[config.mk]
export PLATFORM = sky130hd
export DESIGN_NAME = ac97_framer
export DESIGN_NICKNAME = d
export VERILOG_FILES = /design/src/rtl/ac97_framer.sv
export SDC_FILE = /design/constraint.sdc
export NUM_CORES = 1
export LEC_CHECK = 0
export ABC_AREA = 1
export BUFFER_PORTS_ARGS = -buffer_cell sky130_fd_sc_hd__buf_2
export CORE_MARGIN = 5
export CORE_UTILIZATION = 30
export CTS_CLUSTER_DIAMETER = 100
export DETAILED_ROUTE_END_ITERATION = 10
export PLACE_DENSITY_LB_ADDON = 0.05
export SYNTH_ARGS = -nofsm -noshare
export SYNTH_HDL_FRONTEND = slang
export SYNTH_SLANG_ARGS = --single-unit
[constraint.sdc]
create_clock -name sys_clk -period 7.4 [get_ports sys_clk]
set_input_delay 2.22 -clock sys_clk [delete_from_list [all_inputs] [get_ports sys_clk]]
set_output_delay 2.22 -clock sys_clk [all_outputs]
set_load 0.01 [all_outputs]
[src/rtl/ac97_framer.sv]
// AC'97 downstream frame scheduler: merges register commands and PCM samples into
// 256-bit output frames and streams them as {sync, data} bits. Optional: AC97_FRAMER_UNDERRUN_EN.
module ac97_framer (
  input  logic        sys_clk,
  input  logic        sys_rst,
  input  logic        en,
  input  logic        down_ready,
  output logic        down_stb,
  output logic        down_sync,
  output logic        down_data,
  input  logic        cmd_stb,
  output logic        cmd_ack,
  input  logic        cmd_read,
  input  logic [6:0]  cmd_addr,
  input  logic [15:0] cmd_data,
  input  logic        pcm_stb,
  output logic        pcm_ack,
  input  logic [19:0] pcm_left,
  input  logic [19:0] pcm_right,
  output logic        frame_done,
  output logic        busy
`ifdef AC97_FRAMER_UNDERRUN_EN
  ,
  input  logic        underrun_clr,
  output logic [15:0] pcm_underrun
`endif
);

  localparam logic [1:0] S_IDLE  = 2'd0;
  localparam logic [1:0] S_LOAD  = 2'd1;
  localparam logic [1:0] S_FRAME = 2'd2;

  logic [1:0]  r_state;
  logic [7:0]  r_bitcnt;
  logic        r_cmd_v;
  logic        r_cmd_read;
  logic [6:0]  r_cmd_addr;
  logic [15:0] r_cmd_data;
  logic        r_pcm_v;
  logic [19:0] r_pcm_left;
  logic [19:0] r_pcm_right;
  logic        r_frame_done;

  logic        w_load;
  logic        w_frame;
  logic        w_take;
  logic        w_last;
  logic [15:0] w_tag;
  logic [19:0] w_slot1;
  logic [19:0] w_slot2;
  logic [19:0] w_slot3;
  logic [19:0] w_slot4;
  logic [95:0] w_payload;
  logic [6:0]  w_idx;

  assign w_load  = (r_state == S_LOAD);
  assign w_frame = (r_state == S_FRAME);
  assign w_take  = w_frame & down_ready;
  assign w_last  = w_take & (r_bitcnt == 8'd255);

  assign w_tag   = {1'b1, r_cmd_v, r_cmd_v & ~r_cmd_read, r_pcm_v, r_pcm_v, 11'd0};
  assign w_slot1 = r_cmd_v ? {r_cmd_read, r_cmd_addr, 12'h000} : '0;
  assign w_slot2 = (r_cmd_v & ~r_cmd_read) ? {r_cmd_data, 4'h0} : '0;
  assign w_slot3 = r_pcm_v ? r_pcm_left : '0;
  assign w_slot4 = r_pcm_v ? r_pcm_right : '0;

  // Only the first 96 bits carry content; the rest of the frame is zero fill.
  assign w_payload = {w_tag, w_slot1, w_slot2, w_slot3, w_slot4};
  assign w_idx     = 7'd95 - r_bitcnt[6:0];

  assign down_stb   = w_take;
  assign down_sync  = w_frame & (r_bitcnt < 8'd16);
  assign down_data  = w_frame & (r_bitcnt < 8'd96) & w_payload[w_idx];
  assign cmd_ack    = w_load & cmd_stb;
  assign pcm_ack    = w_load & pcm_stb;
  assign frame_done = r_frame_done;
  assign busy       = w_frame;

  always_ff @(posedge sys_clk or posedge sys_rst) begin
    if (sys_rst) begin
      r_state      <= S_IDLE;
      r_bitcnt     <= '0;
      r_frame_done <= 1'b0;
    end else begin
      r_frame_done <= w_last;
      case (r_state)
        S_IDLE: begin
          if (en) r_state <= S_LOAD;
        end
        S_LOAD: begin
          r_bitcnt <= '0;
          r_state  <= S_FRAME;
        end
        S_FRAME: begin
          if (w_take) r_bitcnt <= r_bitcnt + 8'd1;
          if (w_last) r_state <= en ? S_LOAD : S_IDLE;
        end
        default: r_state <= S_IDLE;
      endcase
    end
  end

  always_ff @(posedge sys_clk or posedge sys_rst) begin
    if (sys_rst) begin
      r_cmd_v     <= 1'b0;
      r_cmd_read  <= 1'b0;
      r_cmd_addr  <= '0;
      r_cmd_data  <= '0;
      r_pcm_v     <= 1'b0;
      r_pcm_left  <= '0;
      r_pcm_right <= '0;
    end else if (w_load) begin
      r_cmd_v <= cmd_stb;
      if (cmd_stb) begin
        r_cmd_read <= cmd_read;
        r_cmd_addr <= cmd_addr;
        r_cmd_data <= cmd_data;
      end
      r_pcm_v <= pcm_stb;
      if (pcm_stb) begin
        r_pcm_left  <= pcm_left;
        r_pcm_right <= pcm_right;
      end
    end
  end

`ifdef AC97_FRAMER_UNDERRUN_EN
  logic [15:0] r_underrun;

  assign pcm_underrun = r_underrun;

  always_ff @(posedge sys_clk or posedge sys_rst) begin
    if (sys_rst)
      r_underrun <= '0;
    else if (underrun_clr)
      r_underrun <= '0;
    else if (w_load & ~pcm_stb & (r_underrun != '1))
      r_underrun <= r_underrun + 16'd1;
  end
`endif

endmodule
==> metrics.md <==
| Metric | Value |
|---|---|
| Status | `finished, final reports clean` |
| Core area | `12,600 um2` |
| Io pins | `77` |
| Placed cell count | `740` |
| Register area share after synthesis | `50.0%` |
| Initial Util | `30.6%` |
| Initial DRC Count | `176` |
| Rel. slew slack | `50.2%` |
| Slew at the pin with the worst max-slew slack | `0.747 ns` |
| Max_cap viols | `0` |
| N_diodes | `0` |
| Total CTS buffers | `9` |
| Latest clock arrival within the worst-skew pair | `0.33 ns` |
| Post-DRT Antenna Nets | `0` |
| Clk root buf | `clkbuf_16` |
| WHS Endpoint | `r_state[0]$_DFFE_PP0P_` |
| Flop2flop setup slack | `5.41 ns` |
| Post-CTS sizing | `0` |
| Total die area | `15,200 um2` |
| Postcts setup bufs | `0` |
| CP max stage delay | `0.42 ns` |
| Fin crit period | `5.60 ns` |
| Worst r2r dst | `r_pcm_right[2]$_DFFE_PP0P_` |
| Die Y-Extent | `123 um` |
| R2R depth | `6` |
| Post-DR wirelength/cell | `13.4 um` |
| P per Cell Area | `377 nW/um2` |
| Switching Share | `37.9%` |
| CP Data Arrival Time | `3.38 ns` |
| Clock power frac | `23.9%` |
| Critical path endpoint category | `primary output` |
| Detailed-route via count | `3,331` |
| CTS tree | `yes` |
| Crit-path max FO | `56` |
| Layout Cells excl Fill | `755` |
| Clock buffer depth | `2` |
| Setup violators final | `0` |
| Number of clock sinks | `77` |
| Initial antenna violation count | `0` |
| Final Core Density | `36.4%` |
| # nets final | `651` |
| IO buf count | `76` |
| Area of placed instances | `4310 um2` |
| Power Internal | `1.08 mW` |
| Pre-Repair DR Iteration Count | `4` |
| Synth-to-layout area growth | `19.0%` |
| Distinct cells, synth | `28` |
| Min-delay worst type | `register to register` |
| First-pass GRT wire length | `16.7 mm` |
| Rows | `41` |
| Final setup TNS | `0 ns` |
| Grt total ovfl | `0` |
| Storage element area | `1930 um2` |
| Hold_buf cts | `0` |
| Synthesized flop and latch total | `77` |
| H-tree Lvls | `3` |
| Die width | `123 um` |
| Critical-path cell list | `buf_2 -> nand2_2 -> inv_2 -> buf_4 -> buf_2` |
| Ys Warns | `0` |
| Seq pwr share | `39.6%` |
| Routed Wire Length | `10.1 mm` |
| Required time worst endpoint | `5.18 ns` |
| RSZ-0062 raised after global routing | `no` |
| Clk_skew | `0.00339 ns` |
| Hold depth | `1` |
| DR vias/cell | `4.41` |
| Post-synthesis instance total | `512` |
| Crit-path slowest cell | `buf_4` |
| Power share of the combinational group | `36.5%` |
| Pin count of the biggest net entering global routing | `57` |
| Cell mode on critical path | `buf_2` |
| Hpwl dp | `6.93 mm` |
| CP Class | `input pin to primary output` |
| Hold_sp | `r_state[0]$_DFFE_PP0P_` |
| Final worst-path cycle share | `75.7%` |
| Static Leak | `2.40 nW` |
| Syn Area/Cell | `7.53 um2` |
| DR DRC count | `0` |
| Clk pin slew, worst setup/hold paths | `0.05 ns` |
| CP Depth | `5` |
| Final RePlAce weighted congestion | `0.731` |
| GRT Util Overall | `14.2%` |
| Crit path max-delay family | `buffers and inverters` |
| Final Hold Fails | `0` |
| Peak VDD IR | `110 uV` |
| Critical path buffers and inverters | `4` |
| Multi-input gate area | `1550 um2` |
| Reg2reg start | `r_state[1]$_DFFE_PP0P_` |
| Switch Pwr | `0.656 mW` |
| Vias in the first global route | `3,429` |
| Slew Limit Fails | `0` |
| Fillers | `1,441` |
| Startpoint class of the critical path | `input pin` |
| Maximum clock rate | `179 MHz` |
| Layout cells sized above 1 | `18.7%` |
| Synthesized area | `3860 um2` |
| Mapped Nets | `584` |
| Fin area | `4590 um2` |
synth_stat cells, drive strengths merged:
library cell | n | share of area (%)
clkinv | 1 | 0.097
dfrtp | 77 | 50
o22ai | 2 | 0.32
a21oi | 11 | 1.5
nor3 | 3 | 0.81
nand3 | 35 | 4.5
nand2 | 202 | 20
xnor2 | 1 | 0.23
nor4 | 1 | 0.16
buf | 22 | 4.3
inv | 53 | 5.2
nor2 | 34 | 3.4
ha | 2 | 0.65
o21ai | 60 | 7.8
or2 | 1 | 0.16
nand4 | 1 | 0.16
o211ai | 3 | 0.58
clkbuf | 3 | 0.29
cells in the final DEF, fill, tap and decap left out, drive strengths merged:
master and instances:
ha 2, nand3 35, nand4 1, nor3 3, xnor2 1, nand2 202
o22ai 2, or2 1, nor4 1, nor2 34, a21oi 11, clkbuf 14
o21ai 60, o211ai 3, inv 53, buf 81, clkinv 2, dfrtp 77
worst register-to-register path, cell delays in order, from the launching register on:
cell and delay (ns):
dfrtp_1 0.38, nor2_2 0.32, nand2_2 0.40, inv_2 0.12, buf_4 0.42, nand2_1 0.16, o21ai_0 0.11
power groups by stage:
| stage | registers [mW] | clock network [mW] | logic [mW] |
|---|---|---|---|
| floorplan | 0.665 | 0 | 0.519 |
| global placement | 0.695 | 0 | 0.644 |
| detailed placement | 0.694 | 0 | 0.648 |
| CTS | 0.688 | 0.427 | 0.651 |
| global route | 0.708 | 0.439 | 0.751 |
| finish | 0.687 | 0.414 | 0.632 |
metal layers:
| layer | vias to the layer above | part of all wire [%] | GRT usage, % |
|---|---|---|---|
| met5 | - | 0 | 0 |
| met4 | 0 | 1.7 | 6.30 |
| met3 | 10 | 4.2 | 2.56 |
| met2 | 69 | 44 | 21.2 |
| met1 | 1515 | 50 | 20.0 |
| li1 | 1737 | - | - |
cells by family (layout without fill, tap and decap cells):
kind of cell,after synthesis,in the layout,synth area share (%)
simple gates,277,277,29.0
flops,77,77,50.0
compound gates,76,76,10.2
buf+inv,79,150,9.96
fa+ha+maj,2,2,0.649
xor+xnor,1,1,0.227
sequential cells by signal (all words and copies together) (netlist names):
name,flops
r_bitcnt,8
r_state,2
frame_done,1
r_cmd_addr,7
r_cmd_read,1
r_cmd_data,16
r_cmd_v,1
r_pcm_right,20
r_pcm_left,20
r_pcm_v,1
through the flow:
step / power, mW / setup slack, ns / hold slack, ns
CTS: 1.77 / 1.74 / 0.425
finish: 1.73 / 1.80 / 0.421
global route: 1.90 / 1.64 / 0.447
global placement: 1.34 / 1.77 / 0.413
floorplan: 1.18 / 2.48 / 0.403
detailed placement: 1.34 / 1.74 / 0.418
worst max path at each step:
stage / end / slack, ns / startpoint
2_1_floorplan: pcm_ack / 2.48 / pcm_stb
3_3_place_gp: pcm_ack / 1.77 / pcm_stb
3_5_place_dp: pcm_ack / 1.74 / pcm_stb
4_1_cts: pcm_ack / 1.74 / pcm_stb
5_1_grt: pcm_ack / 1.64 / pcm_stb
6_report: pcm_ack / 1.80 / pcm_stb
cell type report:
type | instances | area share, %
repair buffers | 81 | 9.10
clock buffers | 14 | 5.97
inverters | 54 | 4.47
clock inverters | 1 | 0.109
multi-input cells | 356 | 33.7
flip-flops and latches | 77 | 42.0
well taps | 172 | 4.69
Power figures use the tool's default switching activity.
